===== config.mk =====
export PLATFORM = sky130hd
export DESIGN_NAME = fetch_queue
export DESIGN_NICKNAME = d
export VERILOG_FILES = /design/src/rtl/fetch_queue.sv
export SDC_FILE = /design/constraint.sdc
export NUM_CORES = 1
export LEC_CHECK = 0
export ABC_AREA = 1
export CORE_UTILIZATION = 50
export DETAILED_ROUTE_END_ITERATION = 8
export GPL_TIMING_DRIVEN = 0
export PLACE_DENSITY = 0.87
export SYNTH_ARGS = -nofsm -noshare
export SYNTH_HDL_FRONTEND = slang
export SYNTH_SLANG_ARGS = --single-unit

===== constraint.sdc =====
create_clock -name clk -period 4.4 [get_ports clk]
set_clock_uncertainty 0.1 [all_clocks]
set_input_delay 1.32 -clock clk [delete_from_list [all_inputs] [get_ports clk]]
set_output_delay 1.32 -clock clk [all_outputs]
set_load 0.02 [all_outputs]

===== src/rtl/fetch_queue.sv =====
// fetch_queue -- instruction prefetch queue between instruction memory and decode.
// Issues sequential word fetches ahead of decode, buffers up to DEPTH
// {pc, instruction} pairs and restarts from a new PC on a taken branch/jump.
// At most one memory request is outstanding; a response still owed after a
// redirect is swallowed in DISCARD so it can never be mistaken for new data.
module fetch_queue #(
   parameter int          DEPTH      = 4,        // power of two, at least 2
   parameter logic [31:0] START_ADDR = 32'h1000
) (
   input  logic                     clk,
   input  logic                     rst,
   output logic                     mem_req,
   output logic [31:0]              mem_addr,
   input  logic [31:0]              mem_r_data,
   input  logic [1:0]               mem_r_status,
   input  logic                     redirect,
   input  logic [31:0]              redirect_pc,
   input  logic                     stall,
   output logic [31:0]              inst,
   output logic [31:0]              inst_pc,
   output logic                     inst_valid,
   output logic                     fetch_err,
   output logic [$clog2(DEPTH):0]   occupancy
);

   localparam int            AW   = $clog2(DEPTH);
   localparam int            CW   = AW + 1;
   localparam logic [CW-1:0] FULL = CW'(DEPTH);

   typedef enum logic [1:0] {IDLE, REQ, DISCARD, ERR} state_t;

   // Memory response encoding seen on mem_r_status.
   typedef enum logic [1:0] {
      RSP_IDLE = 2'b00,
      RSP_BUSY = 2'b01,
      RSP_DATA = 2'b10,
      RSP_BERR = 2'b11
   } rsp_t;

   state_t        state;
   rsp_t          rsp;
   logic [31:0]   fetch_pc;
   logic [AW-1:0] rd_ptr;
   logic [AW-1:0] wr_ptr;
   logic [CW-1:0] count;
   logic [31:0]   pc_mem   [DEPTH];
   logic [31:0]   data_mem [DEPTH];

   logic          do_pop;
   logic          do_push;
   logic          rsp_done;
   logic [CW-1:0] occ_after_pop;
   logic [CW-1:0] occ_after_push;

   assign rsp = rsp_t'(mem_r_status);

   // Per-cycle queue movement and the occupancy it leads to at the edge.
   always_comb begin
      do_pop         = (count != '0) && !stall;
      do_push        = !redirect && (state == REQ) && (rsp == RSP_DATA);
      // Both 10 and 11 close the outstanding request.
      rsp_done       = mem_r_status[1];
      occ_after_pop  = count - CW'(do_pop);
      occ_after_push = occ_after_pop + CW'(do_push);
   end

   // Fetch control FSM: state, fetch PC, sticky error and registered request.
   // NOTE: sequential state uses non-blocking assignments so every register
   // samples pre-edge values, independent of statement order.
   always_ff @(posedge clk or negedge rst) begin
      if (!rst) begin
         state     <= IDLE;
         mem_req   <= 1'b0;
         fetch_pc  <= START_ADDR;
         fetch_err <= 1'b0;
      end else if (redirect) begin
         fetch_pc <= redirect_pc;
         if (redirect_pc[1:0] != 2'b00) begin
            state     <= ERR;
            mem_req   <= 1'b0;
            fetch_err <= 1'b1;
         end else begin
            fetch_err <= 1'b0;
            unique case (state)
               REQ, DISCARD: begin
                  // A response still owed must be swallowed before refetching.
                  if (rsp_done) begin
                     state   <= REQ;
                     mem_req <= 1'b1;
                  end else begin
                     state   <= DISCARD;
                     mem_req <= 1'b0;
                  end
               end
               default: begin
                  state   <= REQ;
                  mem_req <= 1'b1;
               end
            endcase
         end
      end else begin
         unique case (state)
            IDLE: begin
               if (occ_after_pop < FULL) begin
                  state   <= REQ;
                  mem_req <= 1'b1;
               end
            end
            REQ: begin
               if (rsp == RSP_DATA) begin
                  fetch_pc <= fetch_pc + 32'd4;
                  if (occ_after_push >= FULL) begin
                     state   <= IDLE;
                     mem_req <= 1'b0;
                  end
               end else if (rsp == RSP_BERR) begin
                  state     <= ERR;
                  mem_req   <= 1'b0;
                  fetch_err <= 1'b1;
               end
            end
            DISCARD: begin
               // Stale response consumed without a push; a stale bus error is not reported.
               if (rsp_done) begin
                  state   <= REQ;
                  mem_req <= 1'b1;
               end
            end
            ERR: begin
               // Parked until a redirect; the queue keeps draining meanwhile.
            end
            default: begin
               state   <= IDLE;
               mem_req <= 1'b0;
            end
         endcase
      end
   end

   // Queue pointers and occupancy; a redirect empties the queue outright.
   always_ff @(posedge clk or negedge rst) begin
      if (!rst) begin
         rd_ptr <= '0;
         wr_ptr <= '0;
         count  <= '0;
      end else if (redirect) begin
         rd_ptr <= '0;
         wr_ptr <= '0;
         count  <= '0;
      end else begin
         if (do_push) wr_ptr <= wr_ptr + AW'(1);
         if (do_pop)  rd_ptr <= rd_ptr + AW'(1);
         count <= occ_after_push;
      end
   end

   // Entry storage, written at the end of the response cycle.
   // NOTE: the storage array has no reset; entries are only visible through
   // count, which is reset, so stale contents can never reach decode.
   always_ff @(posedge clk) begin
      if (do_push) begin
         pc_mem[wr_ptr]   <= fetch_pc;
         data_mem[wr_ptr] <= mem_r_data;
      end
   end

   assign mem_addr   = fetch_pc;
   assign inst_valid = (count != '0);
   assign inst       = inst_valid ? data_mem[rd_ptr] : 32'h0;
   assign inst_pc    = inst_valid ? pc_mem[rd_ptr]   : 32'h0;
   assign occupancy  = count;

endmodule


Yosys cells after proc, flatten, opt, wreduce, memory -nomap -nowiden
Memories as Yosys holds them, arrays and structs flattened.
Cells that the tools add are included.
{"block": "op_classes", "n_reduce_logical": 18, "mux": 37, "n_addsub": 5, "order_cmp": 2, "eq_ne": 9}
{"op": "$mux 32", "count": 5}
{"op": "$add 32x3->32 const B", "count": 1}
{"op": "$mux 2", "count": 13}
{"op": "$mux 1", "count": 16}
{"op": "$reduce_bool 2->1", "count": 6}
{"op": "$eq 2x2->1 const B", "count": 3}
{"op": "$ne 3x3->1 const B", "count": 2}
{"op": "$pmux 2 s3", "count": 1}
{"op": "$reduce_and 5->1", "count": 1}
{"op": "$add 2x1->2 const B", "count": 2}
{"op": "$ne 4x2->1 const B", "count": 1}
{"op": "$ne 4x3->1 const B", "count": 1}
{"op": "$reduce_bool 4->1", "count": 1}
{"op": "$add 3x1->3", "count": 1}
{"op": "$ge 3x3->1 const B", "count": 1}
{"op": "$logic_and 1x1->1", "count": 3}
{"op": "$lt 3x3->1 const B", "count": 1}
{"op": "$mux 3", "count": 1}
{"op": "$pmux 1 s3", "count": 1}
{"op": "$reduce_and 3->1", "count": 1}
{"op": "$reduce_bool 3->1", "count": 1}
{"op": "$sub 3x1->3", "count": 1}
{"op": "$eq 2x1->1 const B", "count": 1}
{"op": "$logic_not 1->1", "count": 2}
{"op": "other kinds (4)", "count": 4}
{"block": "word_totals", "out_inout_bits": 102, "reg_bits": 43, "ram_bits": 256, "n_memories": 2, "wordCells": 80, "in_bits": 70}
{"name": "data_mem", "words": 4, "word_bits": 32, "rd": 1, "rd_clocked_by_memory_dff": 0, "wr": 1, "line_no": "47", "source": "logic [31:0] data_mem [DEPTH];"}
{"name": "pc_mem", "words": 4, "word_bits": 32, "rd": 1, "rd_clocked_by_memory_dff": 0, "wr": 1, "line_no": "46", "source": "logic [31:0] pc_mem [DEPTH];"}

Longest topological paths before layout
{"block": "logic_depth", "ltp_word": 9, "mapped_depth": 16, "ltp_nobuf": 15}

Least setup slack after synthesis
Ideal clock, no wire load.
{"block": "synth_timing", "path_kind": "input port to flip-flop", "startpoint": "input redirect", "endpoint": "memory data_mem[0][0], enable pin", "setup_ps": 486, "t_required_ps": 3814, "setup_slack_ps": -774, "path_buffers": 2, "t_arrival_ps": 4588, "cell_stages": 5, "path_cell_list": "buf_4 -> nor2_1 -> nand2_2 -> buf_2 -> nor2_1"}
{"block": "synth_via", "elab_chain_len": 5}
{"item": "from (decl)", "line_no": "16", "source": "input logic redirect,"}
{"item": "$logic_not 1->1", "line_no": "60", "source": "do_push = !redirect && (state == REQ) && (rsp == RSP_DATA);"}
{"item": "$logic_and 1x1->1 (2 in series)", "line_no": "60"}
{"item": "$mux 1", "line_no": "161", "source": "if (do_push) begin"}
{"item": "$mux 1 (not written as such)", "line_no": "163", "source": "data_mem[wr_ptr] <= mem_r_data;"}
{"item": "to (decl)", "line_no": "47"}
Every way passes these cells.

Final worst setup path
{"block": "layout_timing", "startpoint": "register count[2] (netlist: occupancy[2])", "endpoint": "output inst_pc[15]"}
{"block": "layout_via", "elab_chain_len": 2}
{"item": "from (decl)", "line_no": "45", "source": "logic [CW-1:0] count;"}
{"item": "from (signal assigned)", "line_no": "153", "source": "count <= occ_after_push;"}
{"item": "$reduce_bool 3->1", "line_no": "168", "source": "assign inst_valid = (count != '0);"}
{"item": "$mux 32", "line_no": "170", "source": "assign inst_pc = inst_valid ? pc_mem[rd_ptr] : 32'h0;"}
{"item": "to (decl)", "line_no": "20", "source": "output logic [31:0] inst_pc,"}
Every way passes these cells.

==> out/metrics.yaml <==
grt.total_usage_pct: 24.3
synth-compound-area-share_pct: 9.25
core.rowCount: 58
drt_pass1_iterations: 5
p_leak_nw: 5.88
crit_type: "reg -> out"
ys_seq_area_share_pct: 68.1
start_kind: "register"
via_per_inst: 5.44
netlist_area_sq_mm: 0.0129
ys_ff_latch: 299
synth_top_cell_by_area: "edfxtp_1"
grt_start_max_net_pins: 34
globalplace.congestion: 0.897
pre_cts_ws_ps: 642
status: "finished, final reports clean"
drtAntennaViolNets: 0
max_stage_delay_ps: 580
register_area_sq_mm: 0.00876
core_area_sq_mm: 0.0253
syn2layout_area_growth_pct: 25.5
cts_root_buffer: "clkbuf_16"
port_buffers: 170
wirelength_mm: 32.3
ys.flop_type: "edfxtp_1"
hold_depth: 2
diodes: 0
drt_iter0_markers: 864
worstPathMaxFanout: 10
die_area_sq_mm: 0.0264
worst_slack_ps: 128
tns_ps: 0
worstHoldStart: "fetch_err$_DFFE_PN0P_"
fillers: 1889
cp_data_arrival_time_ps: 2850
die_w_um: 162
synth_warnings: 0
r2r_slack_ps: 1730
fin_crit_ps: 4270
maxCapViolCount: 0
cts_buffers: 28
cts_tree: "done"
required_ps: 2980
synthArstFlopShare_pct: 14.4
final_max_slew_viol_count: 0
clk_latency_ps: 540
clkTransAtPathRegs_ps: 70
drive_gt1_share_pct: 8.51
synthMuxAreaShare_pct: 0
multiInputGateArea_sq_mm: 0.00363
pwr_density_cell_mw_per_mm2: 583
worstMarginPinSlew_ps: 677
regToRegEndpoint: "data_mem[0][26]$_DFFE_PP_"
htreeDepth: 1
io-pin-count: 172
cts.sinks: 299
synth_top_family_by_area: "simple AND/OR/NAND/NOR gates"
yosysUniqueCellTypes: 33
critical_path.slowest_cell: "clkdlybuf4s50_1"
avgSynthCellArea_sq_um: 10.7
crit_family: "buffers and inverters"
worst_path_most_repeated_cell: "inv_1"
cts_buffer_depth: 3
rsz0062_at_grt: "no"
wire_per_inst_um: 18.3
hold-path-endpoint: "fetch_err$_DFFE_PN0P_"
ff2ff_path_depth: 8
die_h_um: 162
grt_pass1_wl_mm: 48.8
utilization_pct: 64.0
initial_core_util_pct: 51.0
period_share_pct: 97.1
yosys.area_share.simple_pct: 16.8
ys_top_cells_by_area: "edfxtp_1 (60%), nor2_1 (9.5%), dfrtp_1 (8.2%), o21ai_0 (5.4%), nand2_1 (4.3%)"
synthTopCellsByCount: "nor2_1 (325), edfxtp_1 (256), nand2_1 (146)"
dp_hpwl_mm: 21.3
final_nets: 1493
hold_class: "reg -> reg"
vias: 9587
critPathBufInv: 5
synth_edf_count: 256
synth_most_common_cell: "nor2_1"
max_freq_mhz: 234
hold_viol: 0
r2r_start: "state[1]$_DFFE_PN0P_"
synth-xor-area-share_pct: 0.748
finalSetupViolCount: 0
synth.top_cell.area_share_pct: 59.7
crit_path_end_kind: "primary output"
relSlewSlack_pct: 54.8
grt_pass1_vias: 9211
synth_fp_nets: 1285
synthAdderAreaFrac_pct: 1.17
antenna_found_initial: 0
drc: 0
peakVddDrop_mv: 0.439
grt_remaining_overflow: 0
synth_cells: 1203
path_cells: "inv_1, nand3_1, inv_1, buf_2, buf_1, a21oi_1, clkdlybuf4s50_1"
==> worst reg2reg max path, cell delays in order (launching register included) <==
cell	delay (ps)
dfrtp_1	400
inv_1	80
ha_1	270
inv_1	60
nor2_1	150
nand2_2	150
buf_2	260
nor2_4	560
buf_12	290
==> logic make-up after synthesis <==
family / Yosys count
AOI/OAI and AO/OA: 231
xor gates and xnor gates: 11
adders and majority gates: 12
buffers and inverters: 115
DFF: 299
and+or+nand+nor: 535
==> where the power goes <==
group	internal, mW	total [mW]	switching (mW)
clock network	1.45	2.47	1.02
logic	1.37	3.53	2.16
registers	3.25	3.43	0.178
==> final cells by class <==
class | instances | share of cell area [%]
Multi-Input combinational cell | 789 | 22.5
Tap cell | 330 | 2.55
Timing Repair Buffer | 179 | 11.7
Clock inverter | 18 | 1.09
Sequential cell | 299 | 54.2
Clock buffer | 34 | 4.85
Inverter | 55 | 1.28
Buffer | 59 | 1.87
==> flip-flops by register name, indices dropped and copies added, names as in the netlist <==
register,count
rd_ptr,2
mem_addr,32
data_mem,128
wr_ptr,2
pc_mem,128
occupancy,3
mem_req,1
fetch_err,1
state,2
==> routing by layer <==
metal | global-route usage, % | wire length, um | share of wire (%)
met5 | 0 | 0 | 0
met4 | 7.20 | 726 | 2.3
met3 | 3.21 | 2510 | 7.8
met2 | 42.4 | 16200 | 50
met1 | 31.6 | 12800 | 40
==> worst max path at each step <==
stage	start	to	slack, ps	cells after the start
floorplan	redirect	data_mem[0][0]$_DFFE_PP_	-770	5
global placement	mem_r_status[1]	data_mem[3][7]$_DFFE_PP_	-2970	6
detailed placement	rd_ptr[0]$_DFFE_PN0P_	inst_pc[26]	640	7
CTS	rd_ptr[0]$_DFFE_PN0P_	inst_pc[15]	40	7
global route	rd_ptr[0]$_DFFE_PN0P_	inst[9]	10	7
finish	occupancy[2]$_DFF_PN0_	inst_pc[15]	130	7
==> stage by stage <==
stage | instance area (sq um) | hold WS (ps) | std cells | total power [mW]
after global routing | 16200 | 430 | 1763 | 9.88
after floorplan | 12900 | 367 | 1203 | 5.34
after detailed placement | 15200 | 391 | 1712 | 7.01
final | 16200 | 400 | 1763 | 9.43
after CTS | 16200 | 411 | 1764 | 9.48
after global placement | 15000 | 378 | 1703 | 6.93
==> placed cells by master (no fill, tap or decap), drive strengths merged, types with 3 or more instances in the layout <==
master,count
xor2,7
bufinv,3
o21ai,142
nand3,36
o21bai,10
nor2,338
clkinv,12
clkdlybuf4s50,169
edfxtp,256
nor3,3
a21oi,75
dfrtp,42
buf,51
nand2,152
xnor2,4
inv,56
clkbuf,52
ha,12
==> repair_timing <==
| action | in CTS | in global routing |
|---|---|---|
| hold buffers | 0 | 0 |
| cloned | 0 | 0 |
| gates resized for setup | 1 | 6 |
| setup buffers | 0 | 0 |
| endpoints found under the setup margin | 1 | 5 |
Power figures use the tool's default switching activity.
